[config.mk]
export PLATFORM = sky130hd
export DESIGN_NAME = jk_q_monitor
export DESIGN_NICKNAME = d
export VERILOG_FILES = /design/src/rtl/jk_pkg.sv /design/src/rtl/sync_bit.sv /design/src/rtl/jk_q_monitor.sv
export SDC_FILE = /design/constraint.sdc
export NUM_CORES = 1
export LEC_CHECK = 0
export CAP_MARGIN = 20
export CORE_UTILIZATION = 30
export CTS_BUF_LIST = sky130_fd_sc_hd__clkbuf_16
export DETAILED_ROUTE_END_ITERATION = 16
export PLACE_DENSITY = 0.55
export SLEW_MARGIN = 20
export SYNTH_ARGS = -nofsm -noshare
export SYNTH_HDL_FRONTEND = slang
export SYNTH_SLANG_ARGS = --single-unit
export TNS_END_PERCENT = 10
[constraint.sdc]
create_clock -name clk -period 1.8 [get_ports clk]
set_input_delay 0.27 -clock clk [delete_from_list [all_inputs] [get_ports clk]]
set_output_delay 0.27 -clock clk [all_outputs]
set_load 0.05 [all_outputs]
[src/rtl/jk_pkg.sv]
// Shared types and default sizing for the JK flip-flop Q-output monitor.
package jk_pkg;

    localparam int DEF_WIDTH       = 8;
    localparam int DEF_SYNC_STAGES = 2;

    typedef enum logic [1:0] {
        IDLE  = 2'd0,
        COUNT = 2'd1,
        HIT   = 2'd2
    } jk_state_e;

endpackage

[src/rtl/sync_bit.sv]
// Multi-flop single-bit synchroniser with asynchronous active-low clear.
// SYNC_STAGES must be 2 or more.
module sync_bit #(
    parameter int SYNC_STAGES = 2
) (
    input  logic clk,
    input  logic reset_n,
    input  logic d,
    output logic q
);

    logic [SYNC_STAGES-1:0] stage_r;

    // Shift the input through the synchroniser chain; reset empties it immediately.
    always_ff @(posedge clk or negedge reset_n) begin
        if (!reset_n) begin
            stage_r <= {SYNC_STAGES{1'b0}};
        end else begin
            stage_r <= {stage_r[SYNC_STAGES-2:0], d};
        end
    end

    assign q = stage_r[SYNC_STAGES-1];

endmodule

[src/rtl/jk_q_monitor.sv]
// Monitors the Q output of an upstream JK flip-flop: synchronises it, strobes
// rising/falling edges, keeps saturating edge counters and flags when the rise
// count reaches a programmable threshold.
module jk_q_monitor
    import jk_pkg::*;
#(
    parameter int WIDTH       = DEF_WIDTH,
    parameter int SYNC_STAGES = DEF_SYNC_STAGES
) (
    input  logic             clk,
    input  logic             reset_n,
    input  logic             q_in,
    input  logic             enable,
    input  logic             clear,
    input  logic [WIDTH-1:0] threshold,
    output logic             rise_pulse,
    output logic             fall_pulse,
    output logic [WIDTH-1:0] rise_count,
    output logic [WIDTH-1:0] toggle_count,
    output logic             hit,
    output logic             overflow,
    output logic [1:0]       state_o
);

    localparam logic [WIDTH-1:0] CNT_ONE  = {{(WIDTH-1){1'b0}}, 1'b1};
    localparam logic [WIDTH-1:0] CNT_MAX  = {WIDTH{1'b1}};
    localparam logic [WIDTH-1:0] CNT_ZERO = {WIDTH{1'b0}};

    logic             q_sync_s;
    logic             run_s;
    logic             q_prev_r;
    jk_state_e        state_r;
    logic [WIDTH-1:0] rise_count_r;
    logic [WIDTH-1:0] toggle_count_r;
    logic             rise_pulse_r;
    logic             fall_pulse_r;
    logic             hit_r;
    logic             overflow_r;

    logic             armed_s;
    logic             rise_det_s;
    logic             fall_det_s;
    logic             any_det_s;
    logic             rise_at_max_s;
    logic             tog_at_max_s;
    logic             hit_match_s;
    logic             ovf_set_s;

    // q_in may be asynchronous to clk, so it is only used after this chain.
    sync_bit #(.SYNC_STAGES(SYNC_STAGES)) u_q_sync (
        .clk     (clk),
        .reset_n (reset_n),
        .d       (q_in),
        .q       (q_sync_s)
    );

    // Reset release is re-timed to clk; the FSM stays in IDLE until this
    // chain has filled, so edges in the first cycles after release are ignored.
    sync_bit #(.SYNC_STAGES(SYNC_STAGES)) u_rst_sync (
        .clk     (clk),
        .reset_n (reset_n),
        .d       (1'b1),
        .q       (run_s)
    );

    // Previous synchronised level, tracked in every state so entering COUNT never sees a stale edge.
    always_ff @(posedge clk or negedge reset_n) begin
        if (!reset_n) begin
            q_prev_r <= 1'b0;
        end else begin
            q_prev_r <= q_sync_s;
        end
    end

    // Edge qualification, saturation and threshold-match decode.
    always_comb begin
        armed_s       = 1'b0;
        rise_det_s    = 1'b0;
        fall_det_s    = 1'b0;
        any_det_s     = 1'b0;
        rise_at_max_s = 1'b0;
        tog_at_max_s  = 1'b0;
        hit_match_s   = 1'b0;
        ovf_set_s     = 1'b0;

        armed_s       = (state_r == COUNT) || (state_r == HIT);
        rise_det_s    = armed_s && q_sync_s && !q_prev_r;
        fall_det_s    = armed_s && !q_sync_s && q_prev_r;
        any_det_s     = rise_det_s || fall_det_s;
        rise_at_max_s = (rise_count_r == CNT_MAX);
        tog_at_max_s  = (toggle_count_r == CNT_MAX);
        ovf_set_s     = (rise_det_s && rise_at_max_s) || (any_det_s && tog_at_max_s);

        // A zero threshold never matches; a saturated counter cannot increment into a match.
        if (rise_det_s && !rise_at_max_s && (threshold != CNT_ZERO)) begin
            hit_match_s = ((rise_count_r + CNT_ONE) == threshold);
        end else begin
            hit_match_s = 1'b0;
        end
    end

    // Monitor FSM with its counters, strobes and sticky flags; clear outranks any detected edge.
    always_ff @(posedge clk or negedge reset_n) begin
        if (!reset_n) begin
            state_r        <= IDLE;
            rise_count_r   <= CNT_ZERO;
            toggle_count_r <= CNT_ZERO;
            rise_pulse_r   <= 1'b0;
            fall_pulse_r   <= 1'b0;
            hit_r          <= 1'b0;
            overflow_r     <= 1'b0;
        end else if (clear) begin
            state_r        <= IDLE;
            rise_count_r   <= CNT_ZERO;
            toggle_count_r <= CNT_ZERO;
            rise_pulse_r   <= 1'b0;
            fall_pulse_r   <= 1'b0;
            hit_r          <= 1'b0;
            overflow_r     <= 1'b0;
        end else begin
            rise_pulse_r <= rise_det_s;
            fall_pulse_r <= fall_det_s;
            overflow_r   <= overflow_r || ovf_set_s;

            if (rise_det_s && !rise_at_max_s) begin
                rise_count_r <= rise_count_r + CNT_ONE;
            end else begin
                rise_count_r <= rise_count_r;
            end

            if (any_det_s && !tog_at_max_s) begin
                toggle_count_r <= toggle_count_r + CNT_ONE;
            end else begin
                toggle_count_r <= toggle_count_r;
            end

            case (state_r)
                IDLE: begin
                    hit_r <= 1'b0;
                    if (run_s && enable) begin
                        state_r <= COUNT;
                    end else begin
                        state_r <= IDLE;
                    end
                end
                COUNT: begin
                    if (hit_match_s) begin
                        state_r <= HIT;
                        hit_r   <= 1'b1;
                    end else if (!enable) begin
                        state_r <= IDLE;
                        hit_r   <= 1'b0;
                    end else begin
                        state_r <= COUNT;
                        hit_r   <= 1'b0;
                    end
                end
                HIT: begin
                    // Only clear or reset leave HIT; enable has no effect here.
                    state_r <= HIT;
                    hit_r   <= 1'b1;
                end
                default: begin
                    state_r <= IDLE;
                    hit_r   <= 1'b0;
                end
            endcase
        end
    end

    assign rise_pulse   = rise_pulse_r;
    assign fall_pulse   = fall_pulse_r;
    assign rise_count   = rise_count_r;
    assign toggle_count = toggle_count_r;
    assign hit          = hit_r;
    assign overflow     = overflow_r;
    assign state_o      = state_r;

endmodule

==> qor.csv, run 1 <==
stage,metric,value,unit
run_status,status,"complete, no violations",
synthesis,Synth Area in Adders,4.898,%
placed_design,placed cells,264,
timing,Final period util,97.71,%
synthesis,post-synthesis compound-gate area fraction,15.10,%
clocking,Longest Clk Path Bufs,2,
synthesis,Yosys warnings,0,
worst_setup_path,Crit path required time,1.95,ns
timing,Period minus WS final,1.759,ns
synthesis,"Distinct cells, synth",47,
worst_setup_path,WP data arrival,1.91,ns
global_route,number of global-route vias before repair,1337,
routing,Detail Route Antenna Nets,0,
cells_and_area,Area growth syn-to-layout,41.80,%
die,DIE HEIGHT,73.48,um
routing,DRC,0,
clocking,# hold bufs at CTS,0,
synthesis,post-synthesis mux area share,0.6531,%
clocking,clock root buffer,clkbuf_16,
clocking,"Clk Latency, worst-skew pair",0.26,ns
synthesis,Yosys reg bits,27,
synthesis,ys flop type,dfrtp_1,
clocking,TritonCTS Buffers,3,
die,die area,5399,um2
cells_and_area,Finished Layout Cells,268,
synthesis,Post-Synth XOR/XNOR Area,8.571,%
timing,Setup Skew,0.002533,ns
placed_design,count of port buffers added during placement,34,
flow_run,Max-cap violations,0,
placed_design,GP Congestion,0.7974,
timing,worst-margin pin slew,0.5022,ns
synthesis,post-synthesis cell count,153,
cells_and_area,Reg area,686.9,um2
pwr,Peak VDD IR,0.3048,mV
synthesis,largest family of logic cells by synthesized area,simple AND/OR/NAND/NOR gates,
synthesis,top-area cell type share of the netlist area,44.08,%
worst_setup_path,CP top delay family,flip-flops,
cells_and_area,NumNets Final,221,
routing,number of vias per cell,4.989,
timing,setup violators final,0,
placed_design,Post-DP HPWL,2811,um
global_route,first-pass GRT wire length,6299,um
timing,final slew viol count,0,
worst_setup_path,WP buf/inv,0,
die,Ports,35,
routing,vias after detailed routing,1337,
pwr,PD cells,591.3,nW/um2
timing,unrepaired setup endpoints after global routing,yes,
cells_and_area,Multi-input gate area,900.9,um2
cells_and_area,antenna diode count,0,
worst_hold_path,Hold Crit Class,flip-flop to flip-flop,
worst_setup_path,CP max FO,3,
synthesis,"Seq/Total Area, Yosys",44.08,%
synthesis,simple-gate share of the synthesized area,23.76,%
worst_setup_path,CP max stage cell,dfrtp_4,
global_route,initial antenna violation count,0,
synthesis,"area leader, netlist",dfrtp_1,
die,Initial Util,31.82,%
clocking,CTS sink cnt,27,
cells_and_area,# fillers,483,
routing,Avg WL per Cell,14.05,um
worst_setup_path,crit path kind,flip-flop to flip-flop,
cells_and_area,layout cells sized above 1,31.34,%
synthesis,synth top area cells,"dfrtp_1 44%, xor2_1 5.7%, ha_1 4.9%, o21ai_0 3.6%, xnor2_1 2.9%",
worst_setup_path,critical path cell sequence,ha_4 -> xnor2_1 -> nand3_2 -> nor3_4 -> o2111ai_4 -> o31a_1,
synthesis,Syn Std Cell Area,1533,um2
global_route,All-Layer GR Usage,15.26,%
worst_setup_path,CP Capture Type,flip-flop,
clocking,CTS tree,built,
worst_setup_path,Worst Setup Start Kind,flip-flop,
timing,setup tns final,0,ns
synthesis,"top cells by count, synth","27 x dfrtp_1, 11 x nor2_1, 11 x o21ai_0",
synthesis,net count after synthesis,172,
synthesis,Mapped Avg Cell Area,10.02,um2
timing,highest clock rate,568.6,MHz
synthesis,Post-synth EDFFs,0,
synthesis,async set-reset flop share out of synthesis,100.0,%
routing,Pre-antenna DRT Iters,4,
clocking,Post-CTS Setup Bufs,0,
worst_setup_path,CP peak stage delay,0.49,ns
die,row cnt,25,
timing,max_slew headroom,66.42,%
global_route,largest net degree at the start of global routing,28,
clocking,clk slew on worst S/H paths,0.07,ns
die,Die X,73.48,um
pwr,Pleak,0.9192,nW
synthesis,dominant cell by count in the synthesized netlist,dfrtp_1,
routing,starting DRC count in detailed routing,73,
global_route,gr ovfl total,0,
routing,Detailed Route WL,3765,um
clocking,H-tree depth,1,
timing,Final Hold Fails,0,
die,Core ar.,4817,um2
[cells in the final DEF (no fill, tap or decap), types with 3 or more instances in the layout]
cell type,instances
ha_1,4
nand2_1,10
buf_4,32
dfrtp_2,6
clkdlybuf4s50_1,16
dfrtp_1,20
nor2_1,10
o21ai_0,10
xnor2_1,5
inv_2,3
and3_1,4
nor3_1,3
xor2_1,9
o31ai_1,5
nor2b_1,3
nand3_1,7
clkbuf_16,3
[path summary, 6_finish.rpt]
kind / end / from / slack (ns) / cells past startpoint
setup reg to reg: state_o[0] / rise_count[0] / 0.04 / 6
hold reg to reg: u_rst_sync.stage_r[1] / u_rst_sync.stage_r[0] / 0.35 / 0
hold / removal: u_rst_sync.stage_r[1] / u_rst_sync.stage_r[0] / 0.35 / 0
setup / recovery: state_o[0] / rise_count[0] / 0.04 / 6
min in group asynchronous: state_o[0] / reset_n / 0.37 / 2
max in group asynchronous: rise_count[0] / reset_n / 1.13 / 2
[power breakdown]
part / total (mW) / internal, mW / switching [mW] / leakage, nW
Sequential: 0.622 / 0.616 / 0.00670 / 0.353
Combinational: 0.134 / 0.0620 / 0.0723 / 0.529
Clock: 0.529 / 0.303 / 0.226 / 0.0371
Total: 1.29 / 0.980 / 0.305 / 0.919
[cell families (layout without fill, tap and decap cells)]
group / after synthesis / after routing
flops: 27 / 27
simple gates: 62 / 62
other cells: 1 / 1
mux: 1 / 1
compound gates: 32 / 32
fa+ha+maj: 6 / 6
xor+xnor: 15 / 15
buf+inv: 9 / 57
[registers in the layout, summed over array words and instances (netlist names)]
name / cells
rise_count: 8
toggle_count: 8
state_o: 2
u_q_sync.stage_r: 2
u_rst_sync.stage_r: 2
fall_pulse: 1
hit: 1
overflow: 1
q_prev_r: 1
rise_pulse: 1
[per-layer routing]
metal  up-vias  track usage (%)  wire length (um)
met1       658            19.59              1625
met4         0            5.128                53
met5         -                0                 0
met3         5            2.881               148
met2        29            25.69              1939
li1        645                -                 -
[layout make-up]
| type | count | area share, % |
|---|---|---|
| Sequential cell | 27 | 31.61 |
| Timing Repair Buffer | 48 | 18.42 |
| Multi-Input combinational cell | 117 | 41.45 |
| Clock inverter | 1 | 0.3454 |
| Clock buffer | 3 | 3.454 |
| Inverter | 5 | 0.8636 |
| Tap cell | 67 | 3.857 |
[per-stage QoR]
step	setup slack, ns	utilization (%)	total power, mW	hold slack, ns	area, um2
CTS	0.01618	44.36	1.294	0.3526	2137
detailed placement	-0.1444	42.39	0.7642	0.3363	2042
floorplan	-0.06768	-	0.6900	-0.02559	1580
global placement	-0.06508	42.39	0.7605	0.3339	2042
finish	0.04117	45.12	1.285	0.3509	2173
global route	-0.02891	45.12	1.326	0.3581	2173
[timing repair]
action	4_1_cts	5_1_grt
endpoints found under the hold margin	0	0
setup endpoints to repair	1	8
pin swaps	3	1
gates resized for setup	2	7
No activity file was read; power rests on OpenSTA's default activity.
==> inputs of run 2 (changes only) <==
--- a/config.mk
+++ b/config.mk
@@ -10,6 +10,7 @@
 export CTS_BUF_LIST = sky130_fd_sc_hd__clkbuf_16
 export DETAILED_ROUTE_END_ITERATION = 16
 export PLACE_DENSITY = 0.55
+export REMOVE_ABC_BUFFERS = 1
 export SLEW_MARGIN = 20
 export SYNTH_ARGS = -nofsm -noshare
 export SYNTH_HDL_FRONTEND = slang
==> run 2 against run 1 <==
Total power is 2.7% lower. Global-route usage is 0.77 points lower. Fmax is 1.8% higher.
==> qor.csv, run 2 (synthesized netlist as in run 1, its figures left out) <==
stage,metric,value,unit
run_status,status,"complete, no violations",
cells_and_area,Area growth syn-to-layout,43.43,%
routing,starting DRC count in detailed routing,49,
timing,final slew viol count,0,
placed_design,GP Congestion,0.7838,
routing,Avg WL per Cell,13.75,um
pwr,Peak VDD IR,0.2902,mV
worst_setup_path,critical path cell sequence,clkdlybuf4s50_1,
cells_and_area,design area,2198,um2
timing,Final Hold Fails,0,
clocking,CTS sink cnt,27,
worst_setup_path,Worst Setup Start Kind,flip-flop,
die,Core ar.,4817,um2
routing,Detailed Route WL,3753,um
routing,vias after detailed routing,1350,
timing,worst-margin pin slew,0.4974,ns
clocking,CTS tree,built,
pwr,PD cells,568.6,nW/um2
cells_and_area,antenna diode count,0,
routing,Pre-antenna DRT Iters,4,
placed_design,Area after DPL,2004,um2
global_route,All-Layer GR Usage,14.49,%
timing,Final period util,95.95,%
timing,setup violators final,0,
global_route,number of global-route vias before repair,1345,
die,Ports,35,
pwr,Pleak,0.9562,nW
clocking,Longest Clk Path Bufs,2,
flow_run,Max-cap violations,0,
cells_and_area,NumNets Final,226,
worst_setup_path,CP top delay family,buffers and inverters,
worst_setup_path,WP data arrival,1.46,ns
die,DIE HEIGHT,73.48,um
die,Die X,73.48,um
worst_setup_path,crit path kind,flip-flop to output pin,
timing,Hold WS,0.3482,ns
global_route,largest net degree at the start of global routing,28,
timing,unrepaired setup endpoints after global routing,yes,
routing,Detail Route Antenna Nets,0,
routing,number of vias per cell,4.945,
die,row cnt,25,
cells_and_area,# fillers,495,
clocking,H-tree depth,1,
global_route,first-pass GRT wire length,6127,um
cells_and_area,"commonest non-fill, non-tap cell in the layout",buf_4,
worst_setup_path,CP max FO,4,
global_route,initial antenna violation count,0,
timing,highest clock rate,579.0,MHz
worst_hold_path,Hold Crit Class,flip-flop to flip-flop,
worst_setup_path,CP Capture Type,output pin,
timing,max_slew headroom,66.73,%
die,die area,5399,um2
clocking,clk slew on worst S/H paths,0.06,ns
worst_setup_path,Crit path required time,1.53,ns
cells_and_area,layout cells sized above 1,31.07,%
clocking,# hold bufs at CTS,0,
worst_setup_path,CP peak stage delay,0.82,ns
worst_setup_path,WP buf/inv,1,
clocking,"Clk Latency, worst-skew pair",0.26,ns
cells_and_area,Reg area,679.4,um2
timing,Setup Skew,0.002236,ns
cells_and_area,most frequent cells in the layout,"35 x buf_4, 24 x dfrtp_1, 17 x clkdlybuf4s50_1, 11 x nor2_1",
pwr,Final Power,1.250,mW
global_route,gr ovfl total,0,
placed_design,count of port buffers added during placement,34,
timing,Period minus WS final,1.727,ns
cells_and_area,Multi-input gate area,893.4,um2
clocking,clock root buffer,clkbuf_16,
clocking,TritonCTS Buffers,3,
placed_design,Post-DP HPWL,2719,um
die,Initial Util,31.82,%
routing,DRC,0,
worst_setup_path,CP max stage cell,clkdlybuf4s50_1,
run 2: changes by cell type in the layout (fill, tap and decap cells not counted), sizes merged:
cell | previous run | this run
buf | 32 | 36
clkdlybuf4s50 | 16 | 17
clkinvlp | 1 | 0
inv | 5 | 6
run 2: final timing paths:
| check | start | end | slack [ns] | cells past startpoint |
|---|---|---|---|---|
| max in group asynchronous | reset_n | rise_count[3] | 1.13 | 2 |
| worst min register to register | u_rst_sync.stage_r[0] | u_rst_sync.stage_r[1] | 0.35 | 0 |
| min in group asynchronous | reset_n | toggle_count[3] | 0.39 | 2 |
| worst max register to register | state_o[1] | state_o[0] | 0.08 | 7 |
| worst min-delay path | u_rst_sync.stage_r[0] | u_rst_sync.stage_r[1] | 0.35 | 0 |
| worst max-delay path | toggle_count[6] | toggle_count[6] | 0.07 | 1 |
run 2: where the power goes:
group	total (mW)	internal, mW	leakage [nW]	switching, mW
combinational	0.138	0.0655	0.554	0.0727
sequential	0.623	0.616	0.360	0.00691
clock	0.489	0.297	0.0423	0.192
run 2: through the flow:
stage / setup TNS, ns / util (%) / std cells / setup WS, ns
after floorplan: -3.149 / - / 149 / -0.3205
after global placement: -0.09238 / 41.61 / 265 / -0.04656
after detailed placement: -0.4005 / 41.61 / 265 / -0.1198
after CTS: -0.01351 / 44.00 / 271 / -0.01137
after global routing: -0.04810 / 45.64 / 273 / -0.03290
final: 0 / 45.64 / 273 / 0.07288
run 2: cell type report:
cell class              count  share of cell area (%)
flip-flops and latches     27                   30.90
clock buffers               3                   3.415
repair buffers             53                   20.20
well taps                  67                   3.813
multi-input cells         117                   40.64
inverters                   5                  0.8537
clock inverters             1                  0.1707
run 2: repair_timing:
action,4_1_cts,5_1_grt
pin swaps,3,3
resized for setup,7,16
endpoints found under the hold margin,0,0
buffers inserted,2,2
setup endpoints to repair,6,9
run 2: per-layer routing:
layer  part of all wire, %  global-route usage, %  routed length (um)  vias up
met5                     0                      0                   0        -
met4                   1.1                  5.128                  40        0
met3                   4.1                  2.332                 152        4
met2                    49                  24.26                1829       34
met1                    46                  18.85                1730      654
li1                      -                      -                   -      658
==> inputs of run 3 (changes only) <==
--- a/config.mk
+++ b/config.mk
@@ -11,7 +11,6 @@
 export DETAILED_ROUTE_END_ITERATION = 16
 export PLACE_DENSITY = 0.55
 export REMOVE_ABC_BUFFERS = 1
-export SLEW_MARGIN = 20
 export SYNTH_ARGS = -nofsm -noshare
 export SYNTH_HDL_FRONTEND = slang
 export SYNTH_SLANG_ARGS = --single-unit
==> results of run 3 <==
No change in the layout: final DEF, timing and power equal those of run 2.
